$ cat config.mk
export PLATFORM = sky130hd
export DESIGN_NAME = pipe_ctrl_flat
export DESIGN_NICKNAME = d
export VERILOG_FILES = /design/src/rtl/pipe_ctrl_if.sv /design/src/rtl/pipe_ctrl.sv /design/src/flat_wrapper.sv
export SDC_FILE = /design/constraint.sdc
export NUM_CORES = 1
export LEC_CHECK = 0
export ABC_AREA = 0
export CAP_MARGIN = 20
export CORE_MARGIN = 2
export CORE_UTILIZATION = 49
export DETAILED_ROUTE_END_ITERATION = 12
export GPL_TIMING_DRIVEN = 0
export HOLD_SLACK_MARGIN = 0.06
export PLACE_DENSITY_LB_ADDON = 0.05
export SLEW_MARGIN = 30
export SYNTH_ARGS = -nofsm -noshare
export SYNTH_HDL_FRONTEND = slang
export SYNTH_SLANG_ARGS = --single-unit
$ cat constraint.sdc
create_clock -name clk -period 2.6 [get_ports clk]
set_input_delay 0.26 -clock clk [delete_from_list [all_inputs] [get_ports clk]]
set_output_delay 0.26 -clock clk [all_outputs]
set_load 0.02 [all_outputs]
$ cat src/rtl/pipe_ctrl_if.sv
// Bundle of hazard/bus status inputs and pipeline control outputs for pipe_ctrl.
// Handshake: redirect_valid is a single-cycle strobe with no ready; the PC register must take redirect_pc whenever it is high.
interface pipe_ctrl_if #(parameter int CNT_W = 32);
  logic             fwd_stall;
  logic             ibus_busy;
  logic             dbus_busy;
  logic             md_busy;
  logic             exc_valid;
  logic [31:0]      exc_target;
  logic             en_if;
  logic             en_id;
  logic             en_ex;
  logic             en_mm;
  logic             en_wb;
  logic             flush_id;
  logic             flush_ex;
  logic             flush_mm;
  logic             flush_wb;
  logic             redirect_valid;
  logic [31:0]      redirect_pc;
  logic [CNT_W-1:0] stall_cnt;
  logic             drain_err;
  logic             dbg_state;

  modport master (
    output fwd_stall, ibus_busy, dbus_busy, md_busy, exc_valid, exc_target,
    input  en_if, en_id, en_ex, en_mm, en_wb,
    input  flush_id, flush_ex, flush_mm, flush_wb,
    input  redirect_valid, redirect_pc, stall_cnt, drain_err, dbg_state
  );

  modport slave (
    input  fwd_stall, ibus_busy, dbus_busy, md_busy, exc_valid, exc_target,
    output en_if, en_id, en_ex, en_mm, en_wb,
    output flush_id, flush_ex, flush_mm, flush_wb,
    output redirect_valid, redirect_pc, stall_cnt, drain_err, dbg_state
  );
endinterface

$ cat src/rtl/pipe_ctrl.sv
// Pipeline control: per-stage enables/bubbles, PC redirect, exception-drain FSM,
// drain watchdog and saturating stall-cycle counter.
module pipe_ctrl #(
    parameter int CNT_W    = 32,
    parameter int DRAIN_TO = 255
) (
    input logic     clk,
    input logic     rst,
    pipe_ctrl_if.slave bus
);

    typedef enum logic {
        RUN   = 1'b0,
        DRAIN = 1'b1
    } state_t;

    localparam logic [15:0]      DRAIN_LIM = 16'(DRAIN_TO);
    localparam logic [15:0]      DRAIN_ONE = 16'd1;
    localparam logic [CNT_W-1:0] CNT_ONE   = {{(CNT_W-1){1'b0}}, 1'b1};

    state_t           state;
    logic [31:0]      pend_pc;
    logic [15:0]      drain_cnt;
    logic [CNT_W-1:0] stall_cnt;
    logic             drain_err;

    logic        en_if, en_id, en_ex, en_mm, en_wb;
    logic        flush_id, flush_ex, flush_mm, flush_wb;
    logic        redirect_valid;
    logic [31:0] redirect_pc;

    // A flushed stage keeps its enable high so the bubble is actually loaded.
    always_comb begin
        en_if          = 1'b1;
        en_id          = 1'b1;
        en_ex          = 1'b1;
        en_mm          = 1'b1;
        en_wb          = 1'b1;
        flush_id       = 1'b0;
        flush_ex       = 1'b0;
        flush_mm       = 1'b0;
        flush_wb       = 1'b0;
        redirect_valid = 1'b0;
        redirect_pc    = 32'h0;
        if (rst) begin
            {en_if, en_id, en_ex, en_mm, en_wb} = 5'b00000;
            {flush_id, flush_ex, flush_mm, flush_wb} = 4'b1111;
        end else if (state == DRAIN) begin
            en_if    = 1'b0;
            flush_id = 1'b1;
            if (!bus.ibus_busy) begin
                redirect_valid = 1'b1;
                redirect_pc    = pend_pc;
            end
        end else if (bus.exc_valid) begin
            {flush_id, flush_ex, flush_mm, flush_wb} = 4'b1111;
            if (!bus.ibus_busy) begin
                redirect_valid = 1'b1;
                redirect_pc    = bus.exc_target;
            end else begin
                en_if = 1'b0;
            end
        end else if (bus.dbus_busy) begin
            {en_if, en_id, en_ex, en_mm, en_wb} = 5'b00000;
        end else if (bus.md_busy) begin
            {en_if, en_id, en_ex} = 3'b000;
            flush_mm = 1'b1;
        end else if (bus.fwd_stall) begin
            {en_if, en_id} = 2'b00;
            flush_ex = 1'b1;
        end else if (bus.ibus_busy) begin
            en_if    = 1'b0;
            flush_id = 1'b1;
        end
    end

    always_ff @(posedge clk or posedge rst) begin
        if (rst) begin
            state     <= RUN;
            pend_pc   <= 32'h0;
            drain_cnt <= 16'h0;
            stall_cnt <= '0;
            drain_err <= 1'b0;
        end else begin
            if (!en_if && !redirect_valid && stall_cnt != '1)
                stall_cnt <= stall_cnt + CNT_ONE;
            case (state)
                RUN: begin
                    if (bus.exc_valid && bus.ibus_busy) begin
                        state     <= DRAIN;
                        pend_pc   <= bus.exc_target;
                        drain_cnt <= 16'h0;
                    end
                end
                DRAIN: begin
                    if (!bus.ibus_busy) begin
                        state     <= RUN;
                        drain_cnt <= 16'h0;
                    end else if (drain_cnt != DRAIN_LIM) begin
                        // Watchdog only reports; the fetch is still awaited.
                        drain_cnt <= drain_cnt + DRAIN_ONE;
                        if (drain_cnt == DRAIN_LIM - DRAIN_ONE)
                            drain_err <= 1'b1;
                    end
                end
                default: state <= RUN;
            endcase
        end
    end

    assign bus.en_if          = en_if;
    assign bus.en_id          = en_id;
    assign bus.en_ex          = en_ex;
    assign bus.en_mm          = en_mm;
    assign bus.en_wb          = en_wb;
    assign bus.flush_id       = flush_id;
    assign bus.flush_ex       = flush_ex;
    assign bus.flush_mm       = flush_mm;
    assign bus.flush_wb       = flush_wb;
    assign bus.redirect_valid = redirect_valid;
    assign bus.redirect_pc    = redirect_pc;
    assign bus.stall_cnt      = stall_cnt;
    assign bus.drain_err      = drain_err;
    assign bus.dbg_state      = (state == DRAIN);

endmodule
$ cat src/flat_wrapper.sv
// flat-port wrapper written by rule: the top's interface ports become plain ports
module pipe_ctrl_flat 
#(
    parameter int CNT_W    = 32,
    parameter int DRAIN_TO = 255
)
  (clk, rst, bus_fwd_stall, bus_ibus_busy, bus_dbus_busy, bus_md_busy, bus_exc_valid, bus_exc_target, bus_en_if, bus_en_id, bus_en_ex, bus_en_mm, bus_en_wb, bus_flush_id, bus_flush_ex, bus_flush_mm, bus_flush_wb, bus_redirect_valid, bus_redirect_pc, bus_stall_cnt, bus_drain_err, bus_dbg_state);
  pipe_ctrl_if #(.CNT_W(CNT_W)) bus_i ();
  input logic clk;
  input logic rst;
  input wire logic [$bits(bus_i.fwd_stall)-1:0] bus_fwd_stall;
  input wire logic [$bits(bus_i.ibus_busy)-1:0] bus_ibus_busy;
  input wire logic [$bits(bus_i.dbus_busy)-1:0] bus_dbus_busy;
  input wire logic [$bits(bus_i.md_busy)-1:0] bus_md_busy;
  input wire logic [$bits(bus_i.exc_valid)-1:0] bus_exc_valid;
  input wire logic [$bits(bus_i.exc_target)-1:0] bus_exc_target;
  output wire logic [$bits(bus_i.en_if)-1:0] bus_en_if;
  output wire logic [$bits(bus_i.en_id)-1:0] bus_en_id;
  output wire logic [$bits(bus_i.en_ex)-1:0] bus_en_ex;
  output wire logic [$bits(bus_i.en_mm)-1:0] bus_en_mm;
  output wire logic [$bits(bus_i.en_wb)-1:0] bus_en_wb;
  output wire logic [$bits(bus_i.flush_id)-1:0] bus_flush_id;
  output wire logic [$bits(bus_i.flush_ex)-1:0] bus_flush_ex;
  output wire logic [$bits(bus_i.flush_mm)-1:0] bus_flush_mm;
  output wire logic [$bits(bus_i.flush_wb)-1:0] bus_flush_wb;
  output wire logic [$bits(bus_i.redirect_valid)-1:0] bus_redirect_valid;
  output wire logic [$bits(bus_i.redirect_pc)-1:0] bus_redirect_pc;
  output wire logic [$bits(bus_i.stall_cnt)-1:0] bus_stall_cnt;
  output wire logic [$bits(bus_i.drain_err)-1:0] bus_drain_err;
  output wire logic [$bits(bus_i.dbg_state)-1:0] bus_dbg_state;
  assign bus_i.fwd_stall = bus_fwd_stall;
  assign bus_i.ibus_busy = bus_ibus_busy;
  assign bus_i.dbus_busy = bus_dbus_busy;
  assign bus_i.md_busy = bus_md_busy;
  assign bus_i.exc_valid = bus_exc_valid;
  assign bus_i.exc_target = bus_exc_target;
  assign bus_en_if = bus_i.en_if;
  assign bus_en_id = bus_i.en_id;
  assign bus_en_ex = bus_i.en_ex;
  assign bus_en_mm = bus_i.en_mm;
  assign bus_en_wb = bus_i.en_wb;
  assign bus_flush_id = bus_i.flush_id;
  assign bus_flush_ex = bus_i.flush_ex;
  assign bus_flush_mm = bus_i.flush_mm;
  assign bus_flush_wb = bus_i.flush_wb;
  assign bus_redirect_valid = bus_i.redirect_valid;
  assign bus_redirect_pc = bus_i.redirect_pc;
  assign bus_stall_cnt = bus_i.stall_cnt;
  assign bus_drain_err = bus_i.drain_err;
  assign bus_dbg_state = bus_i.dbg_state;
  pipe_ctrl #(.CNT_W(CNT_W), .DRAIN_TO(DRAIN_TO)) u_core (.clk(clk), .rst(rst), .bus(bus_i));
endmodule
* Word level (Yosys, flattened, before mapping)
Cells that the tools add are included.
** Operators by class
- Bitwise gates (word level) :: 1
- Mux-type cells :: 57
- $add $sub $neg :: 2
- Equal/unequal tests :: 5
- Reductions and logical operators :: 8
** Operators with widths (count)
- two-way mux 32 bit :: 5
- two-way mux 16 bit :: 3
- two-way mux 1 bit :: 47
- adder 32 x 1 -> 32 bit (second input constant) :: 1
- != test 32 bit (second input constant) :: 1
- one-hot mux 16 bit (2 select lines) :: 1
- adder 16 x 1 -> 16 bit (second input constant) :: 1
- equality test 16 x 8 -> 1 bit (second input constant) :: 1
- != test 16 x 8 -> 1 bit (second input constant) :: 1
- AND reduction 2 bit :: 2
- AND reduction 4 bit :: 1
- logical AND 1 bit :: 3
- != test 3 bit (second input constant) :: 1
- zero test 1 bit :: 2
- != test 2 x 1 -> 1 bit (second input constant) :: 1
- one-hot mux 1 bit (2 select lines) :: 1
- NOT 1 bit :: 1
** Storage, ports and cells
- Register bits :: 82
- Output and inout port bits :: 76
- Input port bits :: 39
- Logic and storage cells :: 78

* Depth between registers and ports, before layout
- Word-level depth :: 10
- Gate-level depth with buffers :: 7

* Least setup slack after synthesis
OpenSTA, ideal clock, no wires.
- Path type :: input port to output port
- Start point :: in rst
- End point :: out bus_flush_id
- Path slack :: -0.246 ns
- Data arrival time :: 2.586 ns
- Stages on the path :: 2
- Path through :: inv_1 o211ai_1
** On the way
- Longest elaborated chain between the ends :: 1
** Ends and longest elaborated chain
- from (decl) :: RTL line flat_wrapper.sv:10 : input logic rst;
- two-way mux 1 bit :: RTL line pipe_ctrl.sv:45 : if (rst) begin
- to (decl) :: RTL line flat_wrapper.sv:22 : output wire logic [$bits(bus_i.flush_id)-1:0] bus_flush_id;
No other way between the ends.

* Worst setup path in the final report
- Start point :: reg u_core.state, in the netlist u_core.bus.dbg_state
- End point :: out bus_redirect_pc[0]
** On the way
- Longest elaborated chain between the ends :: 2
** Ends and longest elaborated chain
- from (decl) :: RTL line pipe_ctrl.sv:21 : state_t state;
- from (signal assigned) :: RTL line pipe_ctrl.sv:79 : state <= RUN;
- from (signal assigned) :: RTL line pipe_ctrl.sv:90 : state <= DRAIN;
- from (signal assigned) :: RTL line pipe_ctrl.sv:97 : state <= RUN;
- two-way mux 32 bit :: RTL line pipe_ctrl.sv:48 : end else if (state == DRAIN) begin
- two-way mux 32 bit :: RTL line pipe_ctrl.sv:45
- to (decl) :: RTL line flat_wrapper.sv:27 : output wire logic [$bits(bus_i.redirect_pc)-1:0] bus_redirect_pc;
No other way between the ends.

==> Implementation_results.wiki <==
{| class="wikitable"
! Metric !! Value
|-
| Achievable clock frequency || 402.5 MHz
|-
| LEAKAGE || 2.613 nW
|-
| Path type of the worst setup path || reg2out
|-
| Share of power burned in the clock network || 0.260
|-
| Total via count after detailed routing || 3,587
|-
| Core Region || 0.008258 sq mm
|-
| Pre-CTS worst setup slack || -0.2351 ns
|-
| Latest clock arrival within the worst-skew pair || 0.34 ns
|-
| I/O pin total || 115
|-
| DR iter-0 viols || 168
|-
| CTS HTree Levels || 3
|-
| Hold Crit Class || in2async
|-
| Hold buffers post-CTS || 0
|-
| Synth-to-Final Area Change || 38.15%
|-
| DRT antenna net count || 0
|-
| Final critical-path share of the clock period || 0.9555
|-
| Internal power summed over all cells || 0.002290 W
|-
| Residual DRC || 0
|-
| Final wirelength || 10,340 microns
|-
| Capturing point of the worst reg2reg path || u_core.bus.stall_cnt[22]$_DFFE_PP0P_
|-
| Peak supply drop || 0.5057 mV
|-
| CP Launch Type || flop
|-
| Net count after synthesis || 456
|-
| Worst-case setup margin in the final layout || 0.1157 ns
|-
| Area of the die || 0.009323 sq mm
|-
| Wirelength per Cell || 15.84 microns
|-
| Width of the chip || 96.56 microns
|-
| IO Port Bufs || 114
|-
| Synth Flop Type || sky130_fd_sc_hd__dfrtp_1
|-
| Mapped Area || 0.004198 sq mm
|-
| Max-slew violation count || 0
|-
| Share of post-route cells with drive strength above 1 || 0.1405
|-
| Endpoint type of the worst setup path || output port
|-
| Final estimated routing congestion in global placement || 0.8635
|-
| Result of the run || finished clean
|-
| Placement row count || 33
|-
| Clock tree from TritonCTS || yes
|-
| Seq/Total Area, Yosys || 0.4888
|-
| Post-layout nets || 585
|-
| Effective utilization at floorplan || 0.5083
|-
| Sequential power share || 0.482
|-
| Number of detailed-route iterations in the first pass || 5
|-
| Part of the power in combinational logic || 0.258
|-
| Register-to-Register Setup Slack || 0.38 ns
|-
| Unrepaired setup endpoints after global routing || false
|-
| Via density per instance || 5.493
|-
| Switching part of the total power || 0.3114
|-
| Initial antenna violation count || 0
|-
| Total track usage || 0.2262
|-
| Share of synthesized registers carrying an async set or reset || 1.000
|-
| Reg-to-Reg Start || u_core.bus.stall_cnt[0]$_DFFE_PP0P_
|-
| Clock transition at the register clock pins on the worst setup and hold paths after CTS || 0.09 ns
|-
| Clk root buf || sky130_fd_sc_hd__clkbuf_8
|-
| Number of maximum-capacitance constraint violations || 0
|-
| Global-route wire length before repair || 16,370 microns
|-
| Count of cells along the worst register-to-register path || 6
|-
| Number of cells produced by synthesis || 414
|-
| Top library cells by usage in the layout, fill and taps aside || 99 x sky130_fd_sc_hd__clkdlybuf4s50_1, 82 x sky130_fd_sc_hd__dfrtp_1, 62 x sky130_fd_sc_hd__nor2_1, 32 x sky130_fd_sc_hd__mux2_2
|-
| Die height || 96.56 microns
|-
| Most common cell after layout, fill and taps aside || sky130_fd_sc_hd__clkdlybuf4s50_1
|-
| Antenna cells || 0
|-
| Setup Viol. Count Final || 0
|-
| Vias in the first global route || 3,386
|-
| Utilization after layout || 0.7023
|-
| Min Clock Period, post-route || 2.484 ns
|-
| Net Switching || 0.001035 W
|-
| Maximum clock path buffer count || 2
|-
| EDFF count, synth || 0
|-
| Clock skew after layout || 0.01104 ns
|-
| Residual overflow from global routing || 0
|-
| Mean Syn Cell Area || 10.14 sq um
|-
| Netlist cell types || 42
|-
| Pwr per Cell Area || 573.4 mW/mm^2
|-
| Count of filler cells inserted in the layout || 674
|-
| Clock buffers created by TritonCTS || 9
|-
| Synthesis warning total || 0
|-
| WP data arrival || 2.22 ns
|-
| Sum of negative setup slack || 0 ns
|-
| Data required time of the critical path || 2.34 ns
|-
| Maximum fanout encountered on the critical timing path || 10
|-
| Number of synthesized register bits || 82
|-
| Final Hold Fails || 0
|-
| Half-perimeter wire length of the detailed placement result || 7542 microns
|-
| Worst slew margin relative to its limit || 0.5930
|-
| Worst-margin pin slew || 0.6059 ns
|-
| Clock net sink count || 82
|-
| Maximum number of pins on one net before global-route repair || 30
|}
[per-layer routing]
| metal | wire (microns) | vias up | global-route usage |
|---|---|---|---|
| met5 | 0 | - | 0 |
| met1 | 4516 | 1738 | 0.3186 |
| li1 | - | 1722 | - |
| met4 | 85 | 0 | 0.06808 |
| met2 | 5003 | 122 | 0.3547 |
| met3 | 735 | 5 | 0.04732 |
[cells by family after synthesis]
family | synth area share
simple gates | 0.1961
flops | 0.4888
compound gates | 0.09747
xor+xnor | 0.08763
buf+inv | 0.03517
mux | 0.08584
fa+ha+maj | 0.008943
[worst max-delay path by stage]
stage	startpoint	endpoint	cells after the start
6_report	u_core.bus.dbg_state$_DFF_PP0_	bus_redirect_pc[0]	5
5_1_grt	bus_exc_valid	bus_redirect_pc[15]	7
4_1_cts	rst	bus_redirect_pc[24]	6
3_5_place_dp	bus_exc_valid	bus_redirect_pc[29]	7
3_3_place_gp	rst	bus_flush_id	4
2_1_floorplan	rst	bus_flush_id	2
[layout make-up]
cell class / count / area (sq um) / share of cell area
tap: 105 / 131.4 / 0.02265
timing repair buffer: 118 / 1257 / 0.2168
clock buffer: 11 / 151.4 / 0.02611
inverter: 14 / 56.30 / 0.009709
buffer: 21 / 107.6 / 0.01855
clock inverter: 5 / 38.79 / 0.006688
multi-input combinational: 297 / 2004 / 0.3456
sequential: 82 / 2052 / 0.3538
[sequential cells by signal (all words and copies together) (netlist names)]
signal / flops
u_core.drain_cnt: 16
u_core.pend_pc: 32
u_core.bus.dbg_state: 1
u_core.bus.drain_err: 1
u_core.bus.stall_cnt: 32
[power groups by stage]
| stage | Sequential [W] | Combinational, W | Clock, W |
|---|---|---|---|
| floorplan | 0.00168 | 0.000399 | 0 |
| global placement | 0.00161 | 0.000830 | 0 |
| detailed placement | 0.00162 | 0.000863 | 0 |
| CTS | 0.00160 | 0.000867 | 0.000883 |
| global route | 0.00163 | 0.000929 | 0.000943 |
| finish | 0.00160 | 0.000858 | 0.000865 |
[per-stage QoR]
| stage | std cells | total power [W] | area [sq um] | hold slack (ns) |
|---|---|---|---|---|
| after CTS | 653 | 0.003348 | 5758 | 0.4739 |
| after global placement | 633 | 0.002441 | 5474 | 0.4583 |
| after detailed placement | 636 | 0.002482 | 5549 | 0.4531 |
| after floorplan | 414 | 0.002083 | 4202 | 0.3888 |
| after global routing | 653 | 0.003498 | 5799 | 0.1145 |
| final | 653 | 0.003325 | 5799 | 0.1118 |
[what timing repair did]
item	in CTS	in global routing
cloned	0	0
endpoints found under the setup margin	34	32
gates resized for setup	11	18
buffers inserted	1	0
[cell usage after synthesis (all sizes together) (2+ instances only)]
| master | number | area, sq um |
|---|---|---|
| and3 | 8 | 50.05 |
| and4 | 4 | 35.03 |
| inv | 14 | 52.55 |
| buf | 11 | 57.55 |
| nor3 | 7 | 40.04 |
| o21ai | 8 | 40.04 |
| nand4 | 21 | 131.4 |
| or3 | 2 | 12.51 |
| a21o | 3 | 22.52 |
| or2 | 4 | 25.02 |
| nor2 | 63 | 239.0 |
| o31ai | 3 | 22.52 |
| a22oi | 31 | 232.7 |
| o211ai | 2 | 15.01 |
| nand3 | 18 | 95.09 |
| nor4 | 10 | 83.83 |
| xnor2 | 11 | 96.34 |
| mux2 | 32 | 360.4 |
| clkbuf | 10 | 37.54 |
| nand2 | 20 | 75.07 |
| ha | 3 | 37.54 |
| a21oi | 8 | 43.79 |
| dfrtp | 82 | 2052 |
| xor2 | 31 | 271.5 |
[worst max-delay path, cell delays in order, from the launching register on]
cell	delay [ns]
sky130_fd_sc_hd__dfrtp_1	0.47
sky130_fd_sc_hd__clkbuf_2	0.27
sky130_fd_sc_hd__buf_2	0.27
sky130_fd_sc_hd__a22oi_1	0.12
sky130_fd_sc_hd__nor2_1	0.13
sky130_fd_sc_hd__clkdlybuf4s50_1	0.62
Note: power is estimated with default switching activity, not from simulation.
